File: config.mk
export PLATFORM = sky130hd
export DESIGN_NAME = matmul_stream_seq
export DESIGN_NICKNAME = d
export VERILOG_FILES = /design/src/rtl/matmul_pkg.sv /design/src/rtl/matmul_mac.sv /design/src/rtl/matmul_stream_seq.sv
export SDC_FILE = /design/constraint.sdc
export NUM_CORES = 1
export LEC_CHECK = 0
export BUFFER_PORTS_ARGS = -buffer_cell sky130_fd_sc_hd__buf_4
export CORE_ASPECT_RATIO = 1.4
export CORE_MARGIN = 1
export CORE_UTILIZATION = 57
export DETAILED_ROUTE_END_ITERATION = 8
export GPL_ROUTABILITY_DRIVEN = 0
export PLACE_DENSITY = 0.82
export RECOVER_POWER = 50
export SETUP_SLACK_MARGIN = 0.15
export SYNTH_ARGS = -nofsm -noshare
export SYNTH_HDL_FRONTEND = slang
export SYNTH_HIERARCHICAL = 1
export SYNTH_SLANG_ARGS = --single-unit
File: constraint.sdc
create_clock -name clk -period 6.65 [get_ports clk]
set_input_delay 0.665 -clock clk [delete_from_list [all_inputs] [get_ports clk]]
set_output_delay 0.665 -clock clk [all_outputs]
set_load 0.01 [all_outputs]
File: src/rtl/matmul_pkg.sv
// matmul_pkg: shared types and sizing helpers for the streaming matrix multiplier.
//   state_t    - FSM state encoding (3 bits)
//   acc_width  - accumulator/result width that cannot overflow for a sum of N products
//   idx_w      - width of a flat row-major element index into an NxN matrix
package matmul_pkg;

  typedef enum logic [2:0] {
    IDLE    = 3'd0,
    LOAD_A  = 3'd1,
    LOAD_B  = 3'd2,
    COMPUTE = 3'd3,
    DRAIN   = 3'd4
  } state_t;

  function automatic int acc_width(input int n, input int dw);
    return 2 * dw + $clog2(n);
  endfunction

  function automatic int idx_w(input int n);
    return $clog2(n * n);
  endfunction

endpackage

File: src/rtl/matmul_mac.sv
// matmul_mac: single registered unsigned DW x DW multiply-accumulate.
//   clk, rst_n  - clock, synchronous active-low reset (clears acc)
//   en          - accumulate this cycle
//   clr         - force acc to zero (idle between compute passes)
//   last        - final term of a dot product: acc restarts at 0, sum carries the result
//   a, b        - operands
//   sum         - acc + a*b, combinational; captured by the caller on the last term
module matmul_mac #(
  parameter int DW    = 8,
  parameter int ACC_W = 18
) (
  input  logic             clk,
  input  logic             rst_n,
  input  logic             en,
  input  logic             clr,
  input  logic             last,
  input  logic [DW-1:0]    a,
  input  logic [DW-1:0]    b,
  output logic [ACC_W-1:0] sum
);

  logic [2*DW-1:0]  prod;
  logic [ACC_W-1:0] acc;

  assign prod = a * b;
  assign sum  = acc + ACC_W'(prod);

  always_ff @(posedge clk) begin
    if (!rst_n) begin
      acc <= '0;
    end else if (clr) begin
      acc <= '0;
    end else if (en) begin
      acc <= last ? '0 : sum;
    end
  end

endmodule

File: src/rtl/matmul_stream_seq.sv
// matmul_stream_seq: sequential NxN matrix multiplier C = A x B on one shared MAC.
//   clk, rst_n           - clock, synchronous active-low reset
//   in_valid/in_ready    - input handshake; in_data carries A then B, row-major
//   out_valid/out_ready  - output handshake; out_data carries C row-major
//   out_last             - marks C[N-1][N-1]
//   busy                 - high whenever the FSM is not idle
//
// state   | meaning
// IDLE    | waiting for A[0][0]
// LOAD_A  | receiving A[0][1] .. A[N-1][N-1]
// LOAD_B  | receiving B[0][0] .. B[N-1][N-1]
// COMPUTE | N^3 MAC cycles, loop order i, j, k (k innermost)
// DRAIN   | presenting C[0][0] .. C[N-1][N-1]
module matmul_stream_seq
  import matmul_pkg::*;
#(
  parameter int N     = 3,
  parameter int DW    = 8,
  parameter int ACC_W = acc_width(N, DW)
) (
  input  logic             clk,
  input  logic             rst_n,
  input  logic             in_valid,
  output logic             in_ready,
  input  logic [DW-1:0]    in_data,
  output logic             out_valid,
  input  logic             out_ready,
  output logic [ACC_W-1:0] out_data,
  output logic             out_last,
  output logic             busy
);

  localparam int NN = N * N;
  localparam int IW = idx_w(N);
  localparam int CW = $clog2(N);

  state_t state;

  logic [IW-1:0] ld_idx;
  logic [IW-1:0] dr_idx;
  logic [IW-1:0] dr_nxt;
  logic [CW-1:0] ci, cj, ck;
  logic [IW-1:0] a_idx, b_idx, c_idx;

  logic [DW-1:0]    a_mem [NN];
  logic [DW-1:0]    b_mem [NN];
  logic [ACC_W-1:0] c_mem [NN];

  logic             in_hs;
  logic             ld_last, k_last, j_last, i_last;
  logic [ACC_W-1:0] mac_sum;

  assign in_hs   = in_valid & in_ready;
  assign ld_last = (ld_idx == IW'(NN - 1));
  assign k_last  = (ck == CW'(N - 1));
  assign j_last  = (cj == CW'(N - 1));
  assign i_last  = (ci == CW'(N - 1));
  assign dr_nxt  = dr_idx + IW'(1);

  assign a_idx = IW'(int'(ci) * N + int'(ck));
  assign b_idx = IW'(int'(ck) * N + int'(cj));
  assign c_idx = IW'(int'(ci) * N + int'(cj));

  matmul_mac #(
    .DW    (DW),
    .ACC_W (ACC_W)
  ) u_mac (
    .clk   (clk),
    .rst_n (rst_n),
    .en    (state == COMPUTE),
    .clr   (state != COMPUTE),
    .last  (k_last),
    .a     (a_mem[a_idx]),
    .b     (b_mem[b_idx]),
    .sum   (mac_sum)
  );

  // Matrix storage is intentionally not reset; ld_idx is 0 in IDLE so A[0][0] lands at 0.
  always_ff @(posedge clk) begin
    if (rst_n) begin
      if (in_hs && (state == IDLE || state == LOAD_A)) a_mem[ld_idx] <= in_data;
      if (in_hs && state == LOAD_B)                    b_mem[ld_idx] <= in_data;
      if (state == COMPUTE && k_last)                  c_mem[c_idx]  <= mac_sum;
    end
  end

  always_ff @(posedge clk) begin
    if (!rst_n) begin
      state     <= IDLE;
      ld_idx    <= '0;
      dr_idx    <= '0;
      ci        <= '0;
      cj        <= '0;
      ck        <= '0;
      in_ready  <= 1'b0;
      out_valid <= 1'b0;
      out_last  <= 1'b0;
      out_data  <= '0;
      busy      <= 1'b0;
    end else begin
      case (state)
        IDLE: begin
          in_ready <= 1'b1;
          if (in_hs) begin
            ld_idx <= IW'(1);
            state  <= LOAD_A;
            busy   <= 1'b1;
          end
        end
        LOAD_A: begin
          if (in_hs) begin
            if (ld_last) begin
              ld_idx <= '0;
              state  <= LOAD_B;
            end else begin
              ld_idx <= ld_idx + IW'(1);
            end
          end
        end
        LOAD_B: begin
          if (in_hs) begin
            if (ld_last) begin
              ld_idx   <= '0;
              in_ready <= 1'b0;
              ci       <= '0;
              cj       <= '0;
              ck       <= '0;
              state    <= COMPUTE;
            end else begin
              ld_idx <= ld_idx + IW'(1);
            end
          end
        end
        COMPUTE: begin
          if (k_last) begin
            ck <= '0;
            if (j_last) begin
              cj <= '0;
              if (i_last) begin
                // C[0][0] was written long before the final MAC, so it is safe to present now.
                ci        <= '0;
                dr_idx    <= '0;
                out_valid <= 1'b1;
                out_last  <= 1'b0;
                out_data  <= c_mem[0];
                state     <= DRAIN;
              end else begin
                ci <= ci + CW'(1);
              end
            end else begin
              cj <= cj + CW'(1);
            end
          end else begin
            ck <= ck + CW'(1);
          end
        end
        DRAIN: begin
          if (out_ready) begin
            if (dr_idx == IW'(NN - 1)) begin
              dr_idx    <= '0;
              out_valid <= 1'b0;
              out_last  <= 1'b0;
              busy      <= 1'b0;
              in_ready  <= 1'b1;
              state     <= IDLE;
            end else begin
              dr_idx   <= dr_nxt;
              out_data <= c_mem[dr_nxt];
              out_last <= (dr_nxt == IW'(NN - 1));
            end
          end
        end
        default: state <= IDLE;
      endcase
    end
  end

endmodule

# ---- After elaboration in Yosys (flattened, before gate mapping)
# Memories as Yosys holds them, arrays and structs flattened.
# Cells that the tools add are included.
dict set report word_totals {
  n_memories 3
  output_inout_bits 22
  mem_bits_rw 306
  elab_cells 141
  input_bits 12
  regBits 57
}
dict set report classes {
  addsub 9
  mux 67
  mul 3
  n_eq_ne 23
  bitwise 2
  n_reduce_logical 22
}
# name words word_bits read_ports rd_ports_with_merged_regs wr line
set memory_table {}
lappend memory_table {c_mem 9 18 2 0 1 matmul_stream_seq.sv:47} ;# logic [ACC_W-1:0] c_mem [NN];
lappend memory_table {a_mem 9 8 1 0 1 matmul_stream_seq.sv:45} ;# logic [DW-1:0] a_mem [NN];
lappend memory_table {b_mem 9 8 1 0 1 matmul_stream_seq.sv:46} ;# logic [DW-1:0] b_mem [NN];
# cell n
set ops {}
lappend ops {{two-way mux 18 bit} 6}
lappend ops {{case mux 18 bit (2 select lines)} 1}
lappend ops {{two-way mux 4 bit} 8}
lappend ops {{two-way mux 3 bit} 10}
lappend ops {{two-way mux 1 bit} 24}
lappend ops {{inequality test 2 bit (second input constant)} 11}
lappend ops {{adder 18 x 16 -> 18 bit} 1}
lappend ops {{multiplier 8 x 8 -> 16 bit} 1}
lappend ops {{two-way mux 2 bit} 8}
lappend ops {{case mux 4 bit (2 select lines)} 2}
lappend ops {{case mux 3 bit (5 select lines)} 1}
lappend ops {{AND reduction 5 bit} 3}
lappend ops {{== test 4 bit (second input constant)} 3}
lappend ops {{case mux 2 bit (2 select lines)} 3}
lappend ops {{AND reduction 6 bit} 2}
lappend ops {{AND reduction 10 bit} 1}
lappend ops {{adder 4 x 1 -> 4 bit (second input constant)} 2}
lappend ops {{adder 4 x 2 -> 4 bit} 2}
lappend ops {{multiplier 2 x 2 -> 4 bit (second input constant)} 2}
lappend ops {{AND reduction 4 bit} 2}
lappend ops {{nonzero test 2 bit} 4}
lappend ops {{adder 2 x 1 -> 2 bit (second input constant)} 3}
lappend ops {{== test 2 bit (second input constant)} 3}
lappend ops {{== test 3 x 2 -> 1 bit (second input constant)} 2}
lappend ops {{other kinds (15)} 21}

# ---- Depth between registers and ports, before layout
dict set report logic_depth {
  depth_word 6
  ltp_mapped 28
  mapped_depth_nobuf 25
}

# ---- Modules after synthesis
# Netlist, hierarchy kept.
# module cells_per_inst n_inst area_per_inst_um2 seq_area_each_um2
set modules_own_cells {}
lappend modules_own_cells {matmul_stream_seq 813 1 14218.6 9969.6}
lappend modules_own_cells {matmul_mac 383 1 3305.7 360.3}

# ---- Least setup slack after synthesis
# Ideal clock, no wire load.
dict set report synth_path {
  kind {reg2reg}
  from {register ci[0]}
  to {memory c_mem[0][17] (data pin)}
  required_time_ns 6.407
  t_arrival_ns 6.573
  period_less_slack_ns 6.816
  setup_time_ns 0.243
  path_buffers 2
  slack_ns -0.166
  stages_incl_launch_ff 25
  cell_sequence {dfxtp_1 inv_1 ha_1 inv_1 fa_1 buf_1 clkbuf_1 mux4_2 mux2i_1 a21oi_1 nand2_1 fa_1 fa_1 inv_1 fa_1 inv_1 fa_1 inv_1 ha_1 a21o_1 a311o_1 a21oi_1 mux2i_1 nor2_1 xnor2_1}
}
dict set report synth_between {
  elab_chain_cells 5
}
# item line
set synth_rtl {}
lappend synth_rtl {{from (decl)} matmul_stream_seq.sv:42} ;# logic [CW-1:0] ci, cj, ck;
lappend synth_rtl {{from (signal assigned)} matmul_stream_seq.sv:148} ;# ci <= ci + CW'(1);
lappend synth_rtl {{multiplier 2 x 2 -> 4 bit} matmul_stream_seq.sv:60} ;# assign a_idx = IW'(int'(ci) * N + int'(ck));
lappend synth_rtl {{adder 4 x 3 -> 4 bit} matmul_stream_seq.sv:60}
lappend synth_rtl {{memory read (9 x 8 bit)} n/a}
lappend synth_rtl {{multiplier 8 x 8 -> 16 bit} matmul_mac.sv:25} ;# assign prod = a * b;
lappend synth_rtl {{adder 18 x 16 -> 18 bit} matmul_mac.sv:26} ;# assign sum = acc + ACC_W'(prod);
lappend synth_rtl {{named net mac_sum[17]} matmul_stream_seq.sv:51} ;# logic [ACC_W-1:0] mac_sum;
lappend synth_rtl {{to (decl)} matmul_stream_seq.sv:47}
# The timed path passes the listed nets, and every way through them passes these cells.

# ---- Worst setup path in the final report
dict set report layout_path {
  from {register ck[0]}
  to {register u_mac.acc[17]}
}
dict set report layout_between {
  elab_chain_cells 6
  word_cells_on_any_way 9
  cone_classes {add/sub: 3; mul: 2; eq/ne: 1; mux: 1; memory: 2}
}
# item line
set layout_rtl {}
lappend layout_rtl {{from (decl)} matmul_stream_seq.sv:42}
lappend layout_rtl {{from (signal assigned)} matmul_stream_seq.sv:154} ;# ck <= ck + CW'(1);
lappend layout_rtl {{multiplier 2 x 2 -> 4 bit} matmul_stream_seq.sv:61} ;# assign b_idx = IW'(int'(ck) * N + int'(cj));
lappend layout_rtl {{adder 4 x 2 -> 4 bit} matmul_stream_seq.sv:61}
lappend layout_rtl {{memory read (9 x 8 bit)} n/a}
lappend layout_rtl {{multiplier 8 x 8 -> 16 bit} matmul_mac.sv:25}
lappend layout_rtl {{adder 18 x 16 -> 18 bit} matmul_mac.sv:26}
lappend layout_rtl {{two-way mux 18 bit *} matmul_mac.sv:34} ;# acc <= last ? '0 : sum;
lappend layout_rtl {{to (signal assigned)} matmul_mac.sv:34}
lappend layout_rtl {{to (decl)} matmul_mac.sv:23} ;# logic [ACC_W-1:0] acc;
# Every way passes the cells marked *; elsewhere a longest branch is shown, timed or not.
# A chain may end at the register's enable or synchronous reset.

==> results.md <==
- Hold/Removal Path Class: register to register
- Synth Instances: between 1000 and 1500
- Worst reg-to-reg setup slack: about 0.18 ns
- Final worst slack: between 0.15 and 0.2 ns
- Nets@finish: roughly 1400
- Most frequent cells in the layout: edfxtp_1 (306), inv_1 (102), buf_4 (76)
- Layout cells sized above 1: between 20% and 30%
- CP max FO: 8
- Clock Tree Root: clkbuf_16
- Period utilization: 97.3%
- Clk_lat worst skew: 0.54 ns
- TritonCTS clock tree: built
- #FFs+latches synth: 363
- CTS clk-pin slew, worst paths: 0.07 ns
- FF-to-FF End: u_mac/acc[17]
- Final Hold Viols: 0
- Via Count: 10327
- Finished Cell Area: 20100 µm²
- Maxcap violations: 1
- Critical Path Start: ck[0]
- Num CTS Buffers: 34
- Hold path startpoint: out_data[12]
- Layout Skew: approximately 0.028 ns
- Max-slew violations: 9
- Rows: 75
- Post-synthesis async set-or-reset flop share: 0%
- Hold Crit Endpoint: out_data[12]
- Initial antenna violation count: 0
- Rel. slew slack: -45.1%
- Vias in the first global route: approximately 11000
- Syn_nets: between 1000 and 1500
- CP Launch Type: register
- Final wirelength: 39300 µm
- Final ANT Viol Nets: 0
- WL per Instance: approximately 23 µm
- Crit path DAT: slightly below 7 ns
- Tot GR Track Use: around a quarter
- Initial Util: between 50% and 60%
- Layout Area Growth over Synthesis: 14.9%
- Peak supply drop: roughly 0.3 mV
- Die Wd: 150 µm
- Syn avg cell area: around 15 µm²
- WS Path Type: register to register
- CTS HTree Levels: 2
- Worst Path Required: a little over 7 ns
- Die ar.: around 31000 µm²
- # setup viols final: 0
- Synthesized area: approximately 18000 µm²
- Chip height: between 200 and 250 µm
- Largest net degree at the start of global routing: 38
- Hold Slack: around 0.45 ns
- Hold path cells: 2
- Unrepaired setup endpoints after global routing: yes
- Diode count: 0
- CP endpoint kind: register
- Layout fillers: a little under 2000
- R2r worst-path depth: 26
- Failing checks: max-capacitance violations, max-slew violations
- Dpl cells: 1622
- Cell Count, Final, Fillers Out: about 1700
- Static Leak: approximately 7.3 nW
- Remaining Overflow, GRT: 0
- Synth Warn #: 6
- Via density: about 6.0
- Number of port buffers: 33
- Status: complete, but fails checks
- Cell Area, Placed: 18600 µm²
- EDFF count, synth: approximately 300
- CTS sink cnt: about 360
- Worst slew pin tran: 2.16 ns
- DP Wirelength: around 25000 µm
- Leading cell type in the layout, fill and taps excluded: edfxtp_1
- Tmin final: 6.47 ns
- Unique cell type count in the Yosys netlist: between 60 and 70
- I/O pin total: 34
- Pwr per Cell Area: between 200 and 300 nW/µm²
- Core area: between 30000 and 40000 µm²
- First-pass GRT wire length: between 50000 and 60000 µm
- Seq/Total Area, Yosys: 58.9%
- Worst r2r src: ck[0]
- Iteration-0 DRC Markers: 731
- Drc violations: 0
- Max Freq: roughly 150 MHz
- Dpl ws: -0.0558 ns
- Synth Flop Type: edfxtp_1
- Initial DRT Pass Iterations: 5
- Clock buffer depth: 3
## cells by family after synthesis
kind of cell	Yosys count	share of synthesized area, %
DFF	363	58.9
and+or+nand+nor	280	8.08
buffers and inverters	168	4.17
AOI/OAI and AO/OA	166	7.30
adders and majority gates	114	10.5
muxes	87	10.0
xor gates and xnor gates	18	1.01
## final cells by class
class / count / area, µm² / area share [%]
flip-flops and latches: 363 / 10300 / 51.3
inverters: 115 / 432 / 2.14
clock inverters: 16 / 153 / 0.758
repair buffers: 123 / 921 / 4.57
multi-input cells: 665 / 6890 / 34.2
well taps: 385 / 482 / 2.39
clock buffers: 43 / 916 / 4.55
## how the worst max path moves through the flow
stage                                to  slack, ns  cells after the start
after floorplan           u_mac/acc[17]       0.16                     23
after global placement    u_mac/acc[14]        0.1                     25
after detailed placement  u_mac/acc[16]      -0.06                     25
after CTS                 u_mac/acc[17]       0.15                     25
after global routing      u_mac/acc[17]      0.007                     25
final                     u_mac/acc[17]       0.18                     26
## flip-flops by register name (all words and copies together) (netlist names), 3 cells and up
register / cells
ld_idx: 4
c_mem: 162
out_data: 18
dr_idx: 4
b_mem: 72
a_mem: 72
u_mac/acc: 18
state: 3
## worst max-delay path, stage by stage (launching register included)
cell and delay, ns:
dfxtp_2 0.34, buf_4 0.13, ha_2 0.17, inv_1 0.06, fa_2 0.56, buf_4 0.12
buf_12 0.12, mux4_2 0.31, mux2i_2 0.26, a21oi_1 0.11, buf_4 0.17, nand2_1 0.09
fa_1 0.43, inv_2 0.07, fa_1 0.43, fa_1 0.55, inv_1 0.05, fa_1 0.49
inv_2 0.05, ha_4 0.22, a21o_1 0.21, a311o_1 0.34, a21oi_2 0.18, mux2i_2 0.29
nor2_2 0.10, or3b_1 0.37, a21oi_2 0.14
## Yosys cell counts (3+ instances only)
library cell    n  area, µm²
buf_1           5       18.8
nand4_1         9       56.3
ha_1           60        751
mux2i_1        19        190
mux4_2         58       1310
xor2_1          8       70.1
xnor2_1         9       78.8
clkbuf_1       21       78.8
edfxtp_1      306       9190
fa_1           54       1080
buf_4           4       30.0
a211oi_2       10        125
nand3b_1        6       45.0
a21oi_1        62        310
nor2_1         69        259
mux4_1         10        263
nand2b_1        5       31.3
a2bb2oi_1       5       43.8
nor3_1          8       40.0
nand2_1        78        293
dfxtp_1        57       1140
o22ai_1         4       25.0
o31ai_1         4       30.0
o21ai_0         9       45.0
a21o_1         10       75.1
a22o_1          7       61.3
nand3_1         6       30.0
nor2b_1        12       75.1
o41ai_1         9       78.8
and2_1         65        407
buf_2          14       70.1
nor4_1          4       25.0
a22oi_1         6       45.0
inv_1         114        428
buf_6           9        101
o41ai_2        10        163
a21oi_2         3       26.3
a211oi_1       11       82.6
## layer usage
metal  vias up  global-route usage [%]  wire length, µm
met5         -                       0                0
met4         0                    11.1             1590
met1      5212                    29.4            14200
li1       4595                       -                -
met2       409                    46.6            21300
met3       111                    3.33             2210
## where the power goes
group	total [mW]	switching [mW]	internal [mW]
clock	1.89	0.824	1.06
sequential	2.62	0.00806	2.61
combinational	0.744	0.455	0.289
## stage by stage
stage	TNS (ns)	utilization (%)	total power [mW]
2_1_floorplan	0	-	3.04
3_3_place_gp	0	61.7	3.23
6_report	0	66.8	5.25
5_1_grt	0	66.8	5.40
4_1_cts	0	66.1	5.15
3_5_place_dp	-0.797	61.7	3.26
## what timing repair did
action / in CTS / in global routing
resized for setup: 35 / 59
endpoints found under the hold margin: 0 / 0
setup endpoints to repair: 80 / 80
gates cloned: 1 / 0
hold buffers: 0 / 0
buffers inserted: 15 / 13
pin swaps: 19 / 59
No activity file was read; power rests on OpenSTA's default activity.
